`src/rtl/debug_dump_sequencer_pkg.sv`:
```
// debug_dump_sequencer_pkg: shared state, section encodings and word geometry for the dump sequencer
package debug_dump_sequencer_pkg;
  localparam int DEF_BYTE = 8;
  localparam int DEF_DWORD = 32;
  localparam int BYTES_PER_WORD = DEF_DWORD / DEF_BYTE;
  typedef enum logic [2:0] {IDLE, READ, CAPTURE, SEND, WAIT_TX, NEXT, DONE} state_t;
  typedef enum logic [1:0] {SEC_PC = 2'd0, SEC_REG = 2'd1, SEC_MEM = 2'd2} section_t;
  typedef enum logic [1:0] {S_IDLE, S_SEND, S_WAIT} ser_state_t;
endpackage

```
`src/rtl/debug_dump_sequencer_word_serializer.sv`:
```
// debug_dump_sequencer_word_serializer: loads a word and sends it MSB-first one byte per tx_start/tx_done handshake
module debug_dump_sequencer_word_serializer
  import debug_dump_sequencer_pkg::*;
#(
  parameter int BYTE = DEF_BYTE,
  parameter int DWORD = DEF_DWORD
) (
  input  logic             clk,
  input  logic             rst,
  input  logic             load,
  input  logic [DWORD-1:0] data,
  input  logic             tx_done,
  output logic [BYTE-1:0]  tx_data,
  output logic             tx_start,
  output logic             word_done
);
  localparam int BPW = DWORD / BYTE;
  localparam int CW = BPW > 1 ? $clog2(BPW) : 1;
  ser_state_t st, st_n;
  logic [DWORD-1:0] shift;
  logic [CW-1:0] cnt;
  logic last, ack;
  always_comb begin
    last = cnt == CW'(BPW - 1);
    ack = st == S_WAIT && tx_done;
    st_n = load ? S_SEND : st == S_SEND ? S_WAIT : ack ? (last ? S_IDLE : S_SEND) : st;
  end
  assign tx_start = st == S_SEND;
  assign tx_data = shift[DWORD-1 -: BYTE];
  assign word_done = ack && last;
  always_ff @(posedge clk) begin
    if (rst) begin
      st <= S_IDLE;
      shift <= '0;
      cnt <= '0;
    end else begin
      st <= st_n;
      if (load) begin
        shift <= data;
        cnt <= '0;
      end else if (ack && !last) begin
        shift <= shift << BYTE;
        cnt <= cnt + 1'b1;
      end
    end
  end
endmodule

```
`src/rtl/debug_dump_sequencer.sv`:
```
// debug_dump_sequencer: walks PC, register bank and memory window, streaming each word as bytes to the debug UART
module debug_dump_sequencer
  import debug_dump_sequencer_pkg::*;
#(
  parameter int BYTE = DEF_BYTE,
  parameter int DWORD = DEF_DWORD,
  parameter int RB_ADDR = 5,
  parameter int MEM_ADDR = 5,
  parameter int RB_COUNT = 32,
  parameter int MEM_COUNT = 32
) (
  input  logic                i_clock,
  input  logic                i_reset,
  input  logic                i_start,
  input  logic                i_tx_done,
  input  logic [DWORD-1:0]    i_pc_value,
  input  logic [DWORD-1:0]    i_bank_reg_data,
  input  logic [DWORD-1:0]    i_mem_data,
  output logic [RB_ADDR-1:0]  o_rb_addr,
  output logic                o_rb_read_enable,
  output logic [MEM_ADDR-1:0] o_mem_data_addr,
  output logic                o_mem_data_read_enable,
  output logic [BYTE-1:0]     o_tx_data,
  output logic                o_tx_start,
  output logic                o_busy,
  output logic                o_done
);
  localparam int MAXC = RB_COUNT > MEM_COUNT ? RB_COUNT : MEM_COUNT;
  localparam int WW = MAXC > 1 ? $clog2(MAXC) : 1;
  localparam logic [WW-1:0] RB_LAST = WW'(RB_COUNT - 1);
  localparam logic [WW-1:0] MEM_LAST = WW'(MEM_COUNT - 1);
  state_t state, state_n;
  section_t sec, sec_n;
  logic [WW-1:0] word, word_n;
  logic [RB_ADDR-1:0] rb_hold;
  logic [MEM_ADDR-1:0] mem_hold;
  logic [DWORD-1:0] src;
  logic word_done, last;
  always_ff @(posedge i_clock) begin
    if (i_reset) begin
      state <= IDLE;
      sec <= SEC_PC;
      word <= '0;
      rb_hold <= '0;
      mem_hold <= '0;
    end else begin
      state <= state_n;
      sec <= sec_n;
      word <= word_n;
      rb_hold <= o_rb_addr;
      mem_hold <= o_mem_data_addr;
    end
  end
  always_comb begin
    state_n = state;
    sec_n = sec;
    word_n = word;
    last = sec == SEC_PC || (sec == SEC_REG && word == RB_LAST) || (sec == SEC_MEM && word == MEM_LAST);
    case (state)
      IDLE: if (i_start) begin
        state_n = READ;
        sec_n = SEC_PC;
        word_n = '0;
      end
      READ: state_n = CAPTURE;
      CAPTURE: state_n = SEND;
      SEND: state_n = WAIT_TX;
      WAIT_TX: if (word_done) state_n = NEXT;
      NEXT: begin
        word_n = last ? '0 : word + 1'b1;
        state_n = READ;
        if (last) begin
          if (sec == SEC_PC && RB_COUNT > 0) sec_n = SEC_REG;
          else if (sec != SEC_MEM && MEM_COUNT > 0) sec_n = SEC_MEM;
          else state_n = DONE;
        end
      end
      DONE: state_n = IDLE;
      default: state_n = IDLE;
    endcase
  end
  assign o_rb_read_enable = state == READ && sec == SEC_REG;
  assign o_mem_data_read_enable = state == READ && sec == SEC_MEM;
  assign o_rb_addr = o_rb_read_enable ? RB_ADDR'(word) : rb_hold;
  assign o_mem_data_addr = o_mem_data_read_enable ? MEM_ADDR'(word) : mem_hold;
  assign o_busy = state != IDLE && state != DONE;
  assign o_done = state == DONE;
  assign src = sec == SEC_PC ? i_pc_value : sec == SEC_REG ? i_bank_reg_data : i_mem_data;
  debug_dump_sequencer_word_serializer #(.BYTE(BYTE), .DWORD(DWORD)) u_ser (
    .clk(i_clock),
    .rst(i_reset),
    .load(state == CAPTURE),
    .data(src),
    .tx_done(i_tx_done),
    .tx_data(o_tx_data),
    .tx_start(o_tx_start),
    .word_done(word_done)
  );
endmodule

```
`config.mk`:
```
export PLATFORM = sky130hd
export DESIGN_NAME = debug_dump_sequencer
export DESIGN_NICKNAME = d
export VERILOG_FILES = /design/src/rtl/debug_dump_sequencer_pkg.sv /design/src/rtl/debug_dump_sequencer_word_serializer.sv /design/src/rtl/debug_dump_sequencer.sv
export SDC_FILE = /design/constraint.sdc
export NUM_CORES = 1
export LEC_CHECK = 0
export CAP_MARGIN = 40
export CORE_ASPECT_RATIO = 1.5
export CORE_UTILIZATION = 40
export CTS_BUF_LIST = sky130_fd_sc_hd__clkbuf_8
export CTS_CLUSTER_DIAMETER = 40
export DETAILED_ROUTE_END_ITERATION = 10
export PLACE_DENSITY = 0.73
export SYNTH_ARGS = -nofsm -noshare
export SYNTH_HDL_FRONTEND = slang
export SYNTH_HIERARCHICAL = 1
export SYNTH_SLANG_ARGS = --single-unit
```
`constraint.sdc`:
```
create_clock -name i_clock -period 2.85 [get_ports i_clock]
set_input_delay 0.4275 -clock i_clock [delete_from_list [all_inputs] [get_ports i_clock]]
set_output_delay 0.4275 -clock i_clock [all_outputs]
set_load 0.01 [all_outputs]
```
==> flow_summary_export.csv, run 1 <==
group,metric,value,unit
outcome,status,"finished clean",
finish,regArea,1120,sq um
clocking,clock_latency,310,ps
synthesis,synthesis.area,3460,sq um
global_routing,antenna_found_initial,0,
pwr,pwr-share-comb,29.4,%
synthesis,synth_mux_area_share,13.3,%
worst_setup_path,path_buf_inv,1,
global_routing,grt_max_degree,67,
worst_setup_path,reg2reg_to,"u_ser/shift[23]",
pwr,p_leak,1.62,nW
synthesis,synth_area_per_cell,8.55,sq um
synthesis,synthAdderAreaFrac,1.37,%
timing,timing.final.max_slew_violations,0,
drt,num_vias,3115,
pwr,ir_drop,0.000201,V
worst_setup_path,cp.required,2420,ps
finish,diodes,0,
global_routing,grtUsageTotal,18.1,%
synthesis,ys_seq_elements,56,
place,gp_congestion,0.787,
global_routing,grt_pass1_wl,13200,um
timing,max_freq,0.369,GHz
finish,fill_cells,816,
clocking,cts_tree,"done",
drt,routed_wl,8180,um
worst_setup_path,ff2ff_path_depth,4,
timing,finalCritPeriodShare,95.0,%
pwr,pwr-share-seq,47.5,%
worst_setup_path,crit_fanout,12,
synthesis,synth_cell_type_count,40,
synthesis,yosys-top-cells-area,"dfxtp_1 32%, a2111oi_2 10%, mux2i_1 9.5%",
clocking,clock_sinks,56,
hold_path,min_path_type,"flip-flop to flip-flop",
finish,drive_gt1_share,10.5,%
place,dp_cells,596,
pwr,p_int,1.36,mW
timing,finalHoldViolations,0,
hold_path,hold_end,"u_ser/shift[5]",
finish,instances_no_fill,604,
drt,viasPerCell,5.16,
timing,max_slew.worst_pin.slew,720,ps
clocking,clockBufferDepth,2,
synthesis,yosys.area_share.simple,23.2,%
hold_path,whs_path_depth,2,
worst_setup_path,cpPeakStageDelay,500,ps
synthesis,yosys_warnings,6,
synthesis,yosysSeqAreaShare,32.4,%
pwr,p_per_area,401,nW/um^2
timing,setup_tns,0,ps
finish,multi_input_area,2020,sq um
synthesis,synth_largest_area_cell,"dfxtp_1",
floorplan,io_pins,123,
floorplan,dieArea,9040,sq um
worst_setup_path,cp.arrival,2280,ps
clocking,clk_pin_slew,100,ps
drt,drc,0,
floorplan,coreArea,8410,sq um
floorplan,rows,41,
clocking,cts_buffers,5,
synthesis,async_flop_share,0,%
clocking,cts_setup_buffers,0,
synthesis,syn-num-nets,508,
synthesis,synth_compound_area_share,19.7,%
clocking,ctsResizeCount,0,
hold_path,min-delay-start,"u_ser/shift[5]",
synthesis,synth_top_family_by_area,"simple AND/OR/NAND/NOR gates",
timing,min_period,2710,ps
worst_setup_path,worstSetupPathType,"flip-flop to primary output",
pwr,sw_frac_of_total,28.2,%
global_routing,overflow,0,
place,numPortBuffers,122,
synthesis,synth_top_flop_cell,"dfxtp_1",
pwr,pwr-share-clk,23.1,%
place,hpwl,5970,um
worst_setup_path,cpMaxStageDelayCell,"or3_1",
worst_setup_path,worstSetupStartpointType,"flip-flop",
timing,skew,7.86,ps
flow_run,cap_violations,0,
timing,rsz0062_at_grt,"false",
synthesis,synth_top_area_share,32.4,%
clocking,htreeDepth,2,
clocking,postCtsHoldBufs,0,
pwr,finalPower,1.89,mW
pwr,switchingPower,0.533,mW
floorplan,initial_utilization,41.2,%
drt,drt_iter0_markers,127,
clocking,cts-root-buf,"clkbuf_8",
timing,slew_headroom,52.0,%
floorplan,die_h,116,um
worst_setup_path,reg2reg_from,"state[1]",
finish,areaGrowthSynthToFinish,36.2,%
drt,postRouteAntennaNets,0,
worst_setup_path,cp_top_family,"simple AND/OR/NAND/NOR gates",
global_routing,grt_pass1_vias,2925,
worst_setup_path,path_cells,"nand2b_1, or3_1, mux2_4, clkdlybuf4s50_1",
synthesis,synthXorXnorAreaFrac,0.759,%
worst_setup_path,r2r_setup_slack,800,ps
finish,nets,599,
synthesis,synth_edf_count,0,
synthesis,syn-instance-count,405,
drt,dr.pass1.iters,4,
worst_setup_path,end_kind,"primary output",
drt,drt-wirelength-per-cell,13.5,um
floorplan,die_w,78.0,um
timing,setup_violations,0,
cell usage in the layout, fill, tap and decap left out, types with 2 or more instances in the layout:
master | netlist | routed
buf_4 | 10 | 7
inv_1 | 15 | 17
a21oi_1 | 19 | 19
nand2_1 | 44 | 44
and3_1 | 4 | 3
xnor2_1 | 2 | 2
a32oi_1 | 2 | 2
nand4b_1 | 2 | 2
nand2b_1 | 3 | 3
ha_1 | 3 | 3
nor2b_1 | 28 | 28
clkbuf_8 | 0 | 6
mux2_2 | 5 | 5
clkdlybuf4s50_1 | 0 | 121
nand3b_1 | 10 | 10
dfxtp_1 | 56 | 54
a31oi_1 | 2 | 2
mux2_4 | 5 | 5
o21ai_0 | 34 | 34
nor2_1 | 15 | 15
dfxtp_2 | 0 | 2
nand3_1 | 3 | 3
a2111oi_2 | 24 | 24
nor3_1 | 36 | 36
nand4_1 | 3 | 3
mux2i_1 | 33 | 33
worst register-to-register path: stages (launching register included):
cell	delay (ps)
dfxtp_1	550
and3_2	640
buf_4	340
nor3_1	90
a2111oi_2	330
synth_stat cells, types with 2 or more instances:
| library cell | n |
|---|---|
| buf_4 | 10 |
| xnor2_1 | 2 |
| clkbuf_1 | 14 |
| nand2_1 | 44 |
| nand2b_1 | 3 |
| o21ai_0 | 34 |
| mux2i_1 | 33 |
| dfxtp_1 | 56 |
| a2111oi_2 | 24 |
| mux2_4 | 5 |
| nand4b_1 | 2 |
| nand3b_1 | 10 |
| nor3_1 | 36 |
| mux2_2 | 5 |
| inv_1 | 15 |
| a21oi_1 | 19 |
| nand4_1 | 3 |
| nor2b_1 | 28 |
| buf_1 | 2 |
| a31oi_1 | 2 |
| ha_1 | 3 |
| buf_6 | 3 |
| nand3_1 | 3 |
| buf_2 | 15 |
| nor2_1 | 15 |
| a32oi_1 | 2 |
| and3_1 | 4 |
metrics by stage:
step	utilization, %	instance area [sq um]	hold WS (ps)	setup WS (ps)
after floorplan	-	3460	464	1110
after global placement	55.0	4620	475	555
after detailed placement	55.0	4620	475	476
after CTS	56.0	4710	493	131
after global routing	56.0	4710	520	62.1
final	56.0	4710	495	142
layout make-up:
cell class / count / share of cell area (%)
multi-input cells: 288 / 42.9
repair buffers: 130 / 27.3
flip-flops and latches: 56 / 23.8
well taps: 107 / 2.84
clock buffers: 6 / 1.75
inverters: 15 / 1.19
clock inverters: 2 / 0.159
per-layer routing:
layer | up-vias | share of wire (%) | GRT usage [%]
met5 | - | 0 | 0
met4 | 0 | 1.4 | 5.93
met3 | 10 | 3.5 | 2.28
met2 | 81 | 54 | 35.3
met1 | 1412 | 41 | 20.1
li1 | 1612 | - | -
power by group through the flow:
| stage | Clock (mW) | Combinational [mW] | Sequential [mW] |
|---|---|---|---|
| floorplan | 0 | 0.365 | 0.897 |
| global placement | 0 | 0.549 | 0.910 |
| detailed placement | 0 | 0.557 | 0.915 |
| CTS | 0.447 | 0.560 | 0.897 |
| global route | 0.476 | 0.607 | 0.907 |
| finish | 0.437 | 0.556 | 0.897 |
how the worst max path moves through the flow:
stage               slack [ps]                 end  cells after the start  startpoint
finish                     140  o_mem_data_addr[3]                      4    state[1]
floorplan                 1110             word[1]                      7     word[0]
CTS                        130  o_mem_data_addr[3]                      4    state[1]
global placement           560  o_mem_data_addr[1]                      4    state[1]
global route                60  o_mem_data_addr[0]                      4    state[1]
detailed placement         480  o_mem_data_addr[3]                      4    state[1]
cell families after synthesis:
family,Yosys count
buffers and inverters,61
adders and majority gates,4
muxes,43
xor gates and xnor gates,3
AOI/OAI and AO/OA,84
DFF,56
and+or+nand+nor,154
registers in the layout, indices dropped and copies added, names as in the netlist:
register     flops
u_ser/shift     32
mem_hold         5
rb_hold          5
word             5
state            3
sec              2
u_ser/cnt        2
u_ser/st         2
(Power assumes the default switching activity.)
==> run 2, diff against run 1 <==
--- a/config.mk
+++ b/config.mk
@@ -10,6 +10,7 @@
 export CORE_UTILIZATION = 40
 export CTS_BUF_LIST = sky130_fd_sc_hd__clkbuf_8
 export CTS_CLUSTER_DIAMETER = 40
+export CTS_CLUSTER_SIZE = 24
 export DETAILED_ROUTE_END_ITERATION = 10
 export PLACE_DENSITY = 0.73
 export SYNTH_ARGS = -nofsm -noshare
==> results of run 2 <==
Same layout as run 1: the final DEF is identical, and so are final timing and power.
